### config.mk
export PLATFORM = sky130hd
export DESIGN_NAME = bufg_div_multi
export DESIGN_NICKNAME = d
export VERILOG_FILES = /design/src/rtl/bufg_div_pkg.sv /design/src/rtl/bufg_div_chan.sv /design/src/rtl/bufg_div_multi.sv
export SDC_FILE = /design/constraint.sdc
export NUM_CORES = 1
export LEC_CHECK = 0
export ABC_CLOCK_PERIOD_IN_PS = 3400
export CORE_ASPECT_RATIO = 1.75
export CORE_MARGIN = 3
export CORE_UTILIZATION = 56
export CTS_CLUSTER_SIZE = 24
export DETAILED_ROUTE_END_ITERATION = 16
export PLACE_DENSITY = 0.82
export SYNTH_ARGS = -nofsm -noshare
export SYNTH_HDL_FRONTEND = slang
export SYNTH_SLANG_ARGS = --single-unit
### constraint.sdc
create_clock -name I -period 3.4 [get_ports I]
set_input_delay 0.85 -clock I [delete_from_list [all_inputs] [get_ports I]]
set_output_delay 0.85 -clock I [all_outputs]
set_load 0.01 [all_outputs]
### src/rtl/bufg_div_pkg.sv
// Shared defaults and ratio helpers for the dividing global clock buffer model.
// A divide code d always selects the ratio N = d + 1.
package bufg_div_pkg;

    localparam int DEFAULT_DIV_W = 3;
    localparam int CODE_W        = 8;

    // High-phase length in whole input cycles for the ratio selected by code.
    function automatic logic [CODE_W:0] half_of(input logic [CODE_W-1:0] code);
        logic [CODE_W:0] ratio;
        ratio = (CODE_W+1)'(code) + (CODE_W+1)'(1);
        return ratio >> 1;
    endfunction

    function automatic logic is_odd_ratio(input logic [CODE_W-1:0] code);
        return {half_of(code), 1'b0} != ((CODE_W+2)'(code) + (CODE_W+2)'(1));
    endfunction

endpackage

### src/rtl/bufg_div_chan.sv
// One gated, dividing clock channel.
// The divide ratio and the enable are only acted on at period boundaries.
module bufg_div_chan
    import bufg_div_pkg::*;
#(
    parameter int DIV_W = DEFAULT_DIV_W
) (
    input  logic             I,
    input  logic             CLR,
    input  logic [DIV_W-1:0] DIV,
    input  logic             CE,
    input  logic             CEMASK,
    (* clocker *)
    output logic             O,
    output logic             TC
);

    logic [1:0]       ce_sync;
    logic             ce_eff;
    logic             ce_lat;
    logic             armed;
    logic [DIV_W-1:0] div_act;
    logic [DIV_W-1:0] cnt;
    logic             o_pos;
    logic             o_neg;

    logic             boundary;
    logic             start;
    logic             running;
    logic [DIV_W-1:0] div_next;
    logic [DIV_W-1:0] cnt_next;
    logic             o_pos_next;

    // With cnt at 0 a live period always has o_pos high, so cnt==0 with o_pos low means idle.
    always_comb begin
        ce_eff   = ce_sync[1] | CEMASK;
        boundary = (cnt == div_act) || ((cnt == '0) && !o_pos);
        start    = armed && boundary && ce_lat;
        running  = armed && (start || !boundary);
        div_next = div_act;
        cnt_next = cnt;
        if (!armed || boundary) begin
            div_next = DIV;
            cnt_next = '0;
        end else begin
            cnt_next = cnt + DIV_W'(1);
        end
        o_pos_next = running && ((CODE_W+1)'(cnt_next) < half_of(CODE_W'(div_next)));
    end

    always_ff @(posedge I or posedge CLR) begin
        if (CLR) begin
            ce_sync <= '0;
            armed   <= 1'b0;
            div_act <= '0;
            cnt     <= '0;
            o_pos   <= 1'b0;
            TC      <= 1'b0;
        end else begin
            ce_sync <= {ce_sync[0], CE};
            armed   <= 1'b1;
            div_act <= div_next;
            cnt     <= cnt_next;
            o_pos   <= o_pos_next;
            TC      <= start;
        end
    end

    // Falling-edge copies: the enable latch keeps divide-by-1 free of runts,
    // and o_neg supplies the extra half cycle for odd ratios.
    always_ff @(negedge I or posedge CLR) begin
        if (CLR) begin
            ce_lat <= 1'b0;
            o_neg  <= 1'b0;
        end else begin
            ce_lat <= ce_eff & armed;
            o_neg  <= o_pos;
        end
    end

    always_comb begin
        if (div_act == '0) begin
            O = I & ce_lat;
        end else begin
            O = o_pos | (o_neg & is_odd_ratio(CODE_W'(div_act)));
        end
    end

endmodule

### src/rtl/bufg_div_multi.sv
// Multi-channel gated, dividing global clock buffer: NUM_CH independent channels
// sharing one source clock and reset, so channels armed together stay phase-aligned.
module bufg_div_multi
    import bufg_div_pkg::*;
#(
    parameter int NUM_CH = 4,
    parameter int DIV_W  = DEFAULT_DIV_W
) (
    input  logic                    I,
    input  logic                    CLR,
    input  logic [NUM_CH*DIV_W-1:0] DIV,
    input  logic [NUM_CH-1:0]       CE,
    input  logic [NUM_CH-1:0]       CEMASK,
    (* clocker *)
    output logic [NUM_CH-1:0]       O,
    output logic [NUM_CH-1:0]       TC
);

    for (genvar n = 0; n < NUM_CH; n++) begin : g_ch
        bufg_div_chan #(
            .DIV_W(DIV_W)
        ) u_chan (
            .I      (I),
            .CLR    (CLR),
            .DIV    (DIV[n*DIV_W +: DIV_W]),
            .CE     (CE[n]),
            .CEMASK (CEMASK[n]),
            .O      (O[n]),
            .TC     (TC[n])
        );
    end

endmodule
==> results.py <==
metrics = {
    "critical_path": {
        "cpPeakStageDelay_ns": 0.39,
        "crit_path_max_fanout": 1,
        "crit_buf_inv": 1,
        "crit_top_cell": "nor2_1",
        "crit_type": "reg -> out",
        "crit_arrival_ns": 3.00,
        "cp-start-kind": "flip-flop",
        "crit_path_end_kind": "primary output",
        "cp_slowest_cell": "dfrtn_1",
        "crit_family": "flip-flops",
        "critical_path_required_ns": 2.55,
        "cp_cell_sequence": "nor2_1, nor2_1, a2bb2oi_2, buf_2",
    },
    "route": {
        "wl_met3_um": 213,
        "drc": 0,
        "dr_total_vias": 2017,
        "ant_nets": 0,
        "routed_wl_mm": 5.28,
        "drtIter0Drc": 53,
        "top_layer": "met4",
        "avgRoutedWirePerCell_um": 15.0,
        "viasPerCell": 5.73,
        "drt-met1-wl_mm": 2.07,
        "firstDrtPassIters": 4,
        "wl_met2_mm": 2.86,
    },
    "logic_synthesis": {
        "synth.avg_cell_area_um2": 10.8,
        "synth_top_area_share_pct": 36.8,
        "synth_area_um2": 2790,
        "synth.ff_latch_count": 49,
        "synth_warnings": 0,
        "async_reset_ff_share_pct": 100,
        "syn_inst": 259,
        "synth_nets": 301,
        "synth.largest_area_cell": "dfrtp_1",
        "ys_types": 59,
        "synth_ff_type": "dfrtp_1",
        "synth-edff-count": 0,
        "yosys-top-cells-area": "dfrtp_1 (37%), ha_1 (9.0%), dfrtn_1 (7.2%)",
        "yosysSeqAreaShare_pct": 44.0,
    },
    "outcome": {
        "violations": "negative setup slack",
        "status": "complete, but fails checks",
    },
    "cells_and_area": {
        "fillCellCount": 376,
        "final_area_um2": 3270,
        "final_common_cell": "dfrtp_1",
        "mostFrequentLayoutCells": "dfrtp_1 (41), clkdlybuf4s50_1 (25), nor2_1 (23), ha_1 (20), nand2_1 (18)",
        "syn_to_final_growth_pct": 17.5,
        "antenna_cells": 0,
        "seq_area_um2": 1230,
        "multi_input_area_um2": 1430,
        "nNetsFinal": 340,
        "fin_util_pct": 69.0,
        "drive_gt1_share_pct": 15.7,
    },
    "place": {
        "place.gp.congestion": 0.832,
        "placed_area_um2": 3120,
        "dp_hpwl_mm": 3.97,
        "dp_slack_ns": -0.336,
        "port_buffers": 29,
    },
    "timing": {
        "hold_viol": 0,
        "drv_slew": 0,
        "fin_ws_ns": -0.453,
        "setup_viol_count_final": 8,
        "holdWs_ns": 0.358,
        "fin_skew_ns": 0.0173,
        "rsz0062_at_grt": "yes",
        "tns_ns": -1.63,
    },
    "global_route": {
        "grtUsageTotal_pct": 20.6,
        "gr-total-overflow": 0,
        "grt_pass1_vias": 2207,
        "grt_max_degree": 23,
        "antenna_found_initial": 0,
        "grt_pass1_wl_mm": 9.12,
    },
    "pwr": {
        "powerDensity_nw_per_um2": 702,
        "vdd_drop_max_v": 0.000454,
        "p_leak_nw": 1.52,
    },
    "clock_network": {
        "worstSkewPairLatency_ns": 0.42,
        "clkTransAtPathRegs_ns": 0.07,
        "hold_buffers": 0,
        "tritoncts": "built",
    },
    "floorplanning": {
        "dieArea_um2": 5890,
        "die_h_um": 99.3,
        "ios": 30,
        "initial_core_util_pct": 58.7,
        "dieWidth_um": 59.3,
        "placementRows": 33,
        "coreArea_um2": 4750,
    },
    "job": {
        "maxCapViolations": 0,
    },
    "min_path": {
        "hp-class": "reg -> reg",
    },
}
-- where the power goes --
group	internal, W	switching (W)
logic	0.000416	0.000456
clock network	0.000310	0.000261
registers	0.000707	0.000148
-- timing repair --
item,CTS,global route
gates cloned,0,0
endpoints found under the setup margin,8,8
resized for setup,18,0
setup buffers,1,2
-- cells by family after synthesis --
logic type,synth area share [%]
compound gates,14.1
other cells,0.135
flops,44.0
buf+inv,5.07
xor+xnor,7.14
simple gates,17.0
fa+ha+maj,8.98
mux,3.59
-- registers in the layout, summed over array words and instances, names as in the netlist --
name,count
g_ch.u_chan.cnt,12
g_ch.u_chan.div_act,12
g_ch.u_chan.ce_sync,8
g_ch.u_chan.TC,4
g_ch.u_chan.ce_lat,4
g_ch.u_chan.o_neg,4
g_ch.u_chan.o_pos,4
g_ch.u_chan.armed,1
-- routing by layer --
metal,GRT usage [%],vias to the layer above
met5,0,-
met1,21.0,987
met4,12.7,0
met3,8.05,12
li1,-,982
met2,34.0,36
-- cell usage after synthesis (all sizes together) (4+ instances only) --
library cell and instances:
dfrtp 41, nor2 24, ha 20, nand2 18, inv 17, xnor2 13, buf 11, dfrtn 8
mux2 8, nor3 8, xor2 8, a21oi 7, and3 7, a21o 6, o21ai 6, o21a 5
a2bb2oi 4
-- area by class of cell --
cell class                      instances  share of cell area (%)
Inverter                               17                    2.06
Sequential cell                        49                    37.4
Clock buffer                           17                    4.85
Timing Repair Buffer                   35                    9.94
Tap cell                               52                    1.99
Multi-Input combinational cell        182                    43.7
-- through the flow --
| stage | instances | total power, W |
|---|---|---|
| 6_report | 352 | 0.00230 |
| 5_1_grt | 352 | 0.00249 |
| 4_1_cts | 350 | 0.00233 |
| 2_1_floorplan | 259 | 0.00163 |
| 3_3_place_gp | 336 | 0.00182 |
| 3_5_place_dp | 336 | 0.00184 |
-- worst paths after layout --
| kind | start | endpoint | slack [ns] | cells past startpoint |
|---|---|---|---|---|
| min in group asynchronous | CLR | g_ch[3].u_chan.TC | 0.76 | 2 |
| max in group asynchronous | CLR | g_ch[1].u_chan.ce_lat | 0.80 | 2 |
| max | g_ch[2].u_chan.o_neg | O[2] | -0.45 | 4 |
| min reg2reg | g_ch[1].u_chan.ce_sync[0] | g_ch[1].u_chan.ce_sync[1] | 0.36 | 0 |
| max reg2reg | g_ch[3].u_chan.cnt[0] | g_ch[3].u_chan.o_pos | 0.39 | 11 |
| min | g_ch[1].u_chan.ce_sync[0] | g_ch[1].u_chan.ce_sync[1] | 0.36 | 0 |
Note: power is estimated with default switching activity, not from simulation.
==> RTL edit, RTL diff (same flow settings) <==
`CODE_W`: 8 -> 10.
--- a/src/rtl/bufg_div_pkg.sv
+++ b/src/rtl/bufg_div_pkg.sv
@@ -3,7 +3,7 @@
 package bufg_div_pkg;
 
     localparam int DEFAULT_DIV_W = 3;
-    localparam int CODE_W        = 8;
+    localparam int CODE_W        = 10;
 
     // High-phase length in whole input cycles for the ratio selected by code.
     function automatic logic [CODE_W:0] half_of(input logic [CODE_W-1:0] code);
Check against the original RTL: not checked (the comparison handles one clock edge and no latches or derived clocks); the edit may change what the design does.
==> RTL edit against the unedited design <==
The flow still finishes with violations (setup timing). Largest cell class unchanged. Synthesized area rose by 1.6%. Setup slack improved by 0.029 ns. Critical endpoint unchanged. Die area increased by 1.4%. Wire length grew 0.15%. Via count up 1.7%. Combinational power increased by 4.9%. Design area grew 0.80%. Count of clock-buffer cells in the layout decreased by 2. Critical path type unchanged. Clock power down 0.9%. Sequential cell count is the same. Power up 1.9%.
==> RTL edit: results <==
{
  "grt_pass1_vias": 2109,
  "outcome": "finished with violations",
  "detail_route.wirelength_microns": 5288,
  "violations": "setup timing",
  "arrival_ns": 2.97,
  "clk_pin_slew_worst_paths_ns": 0.08,
  "synth_xor_area_share_pct": 7.294,
  "multi_input_area_share_pct": 44.65,
  "grt_pass1_wl_microns": 9004,
  "avgViaCountPerCell": 5.880,
  "yosysSeqAreaShare_pct": 43.32,
  "clock_buffers": 15,
  "grt_max_degree": 18,
  "muxShareOfSynthArea_pct": 3.802,
  "m1WireLength_microns": 2025,
  "place_congestion": 0.8439,
  "drt_iter0_drc": 125,
  "met1_usage_pct": 20.36,
  "pg_clk_w": 0.000566,
  "drive_gt1_share_pct": 15.49,
  "hpwl_microns": 4095,
  "seq_cells": 49,
  "clock_cell_area_share_pct": 4.890,
  "met2_usage_pct": 32.83,
  "finClkSkew_ns": 0.02317,
  "wl_met3_microns": 204,
  "dpl_worst_slack_ns": -0.3405,
  "tns_ns": -1.592,
  "power.switching_w": 0.0008888,
  "use_met3_pct": 7.593,
  "synthTopCellsByCount": "dfrtp_1, nor2_1, ha_1",
  "ys_types": 55,
  "final_cells": 349,
  "seq_area_share_pct": 37.15,
  "dpl-instance-area_sq_um": 3161,
  "grt_usage_pct": 20.04,
  "p_leak_nw": 1.525,
  "wl_met2_microns": 2891,
  "synth-compound-area-share_pct": 13.93,
  "inverters": 18,
  "vdd_drop_max_uv": 518.4,
  "setup_ws_ns": -0.4241,
  "fill_cells": 347,
  "avgSynthCellArea_sq_um": 10.93,
  "synth.area.top_cells": "dfrtp_1, ha_1, dfrtn_1, xor2_1, nor2_1",
  "setup-violations-final": 8,
  "nNonClkBuffers": 32,
  "p_comb_w": 0.000915,
  "synth-adder-area-share_pct": 8.842,
  "swShare_pct": 37.96,
  "buf_share_pct": 9.174
}
==> RTL edit: final timing paths <==
path | startpoint | endpoint | slack, ns | cells after the start
max | g_ch[2].u_chan.o_neg | O[2] | -0.42 | 4
min | g_ch[2].u_chan.ce_sync[0] | g_ch[2].u_chan.ce_sync[1] | 0.36 | 0
max reg2reg | g_ch[3].u_chan.cnt[0] | g_ch[3].u_chan.o_pos | 0.38 | 11
min reg2reg | g_ch[2].u_chan.ce_sync[0] | g_ch[2].u_chan.ce_sync[1] | 0.36 | 0
max in group asynchronous | CLR | g_ch[0].u_chan.o_neg | 0.77 | 2
min in group asynchronous | CLR | g_ch[2].u_chan.o_pos | 0.81 | 2
==> RTL edit: critical path: stages, from the launching register on <==
cell	delay [ns]
dfrtn_1	0.39
nor2_1	0.04
nor2_1	0.12
a2bb2oi_2	0.16
buf_2	0.15
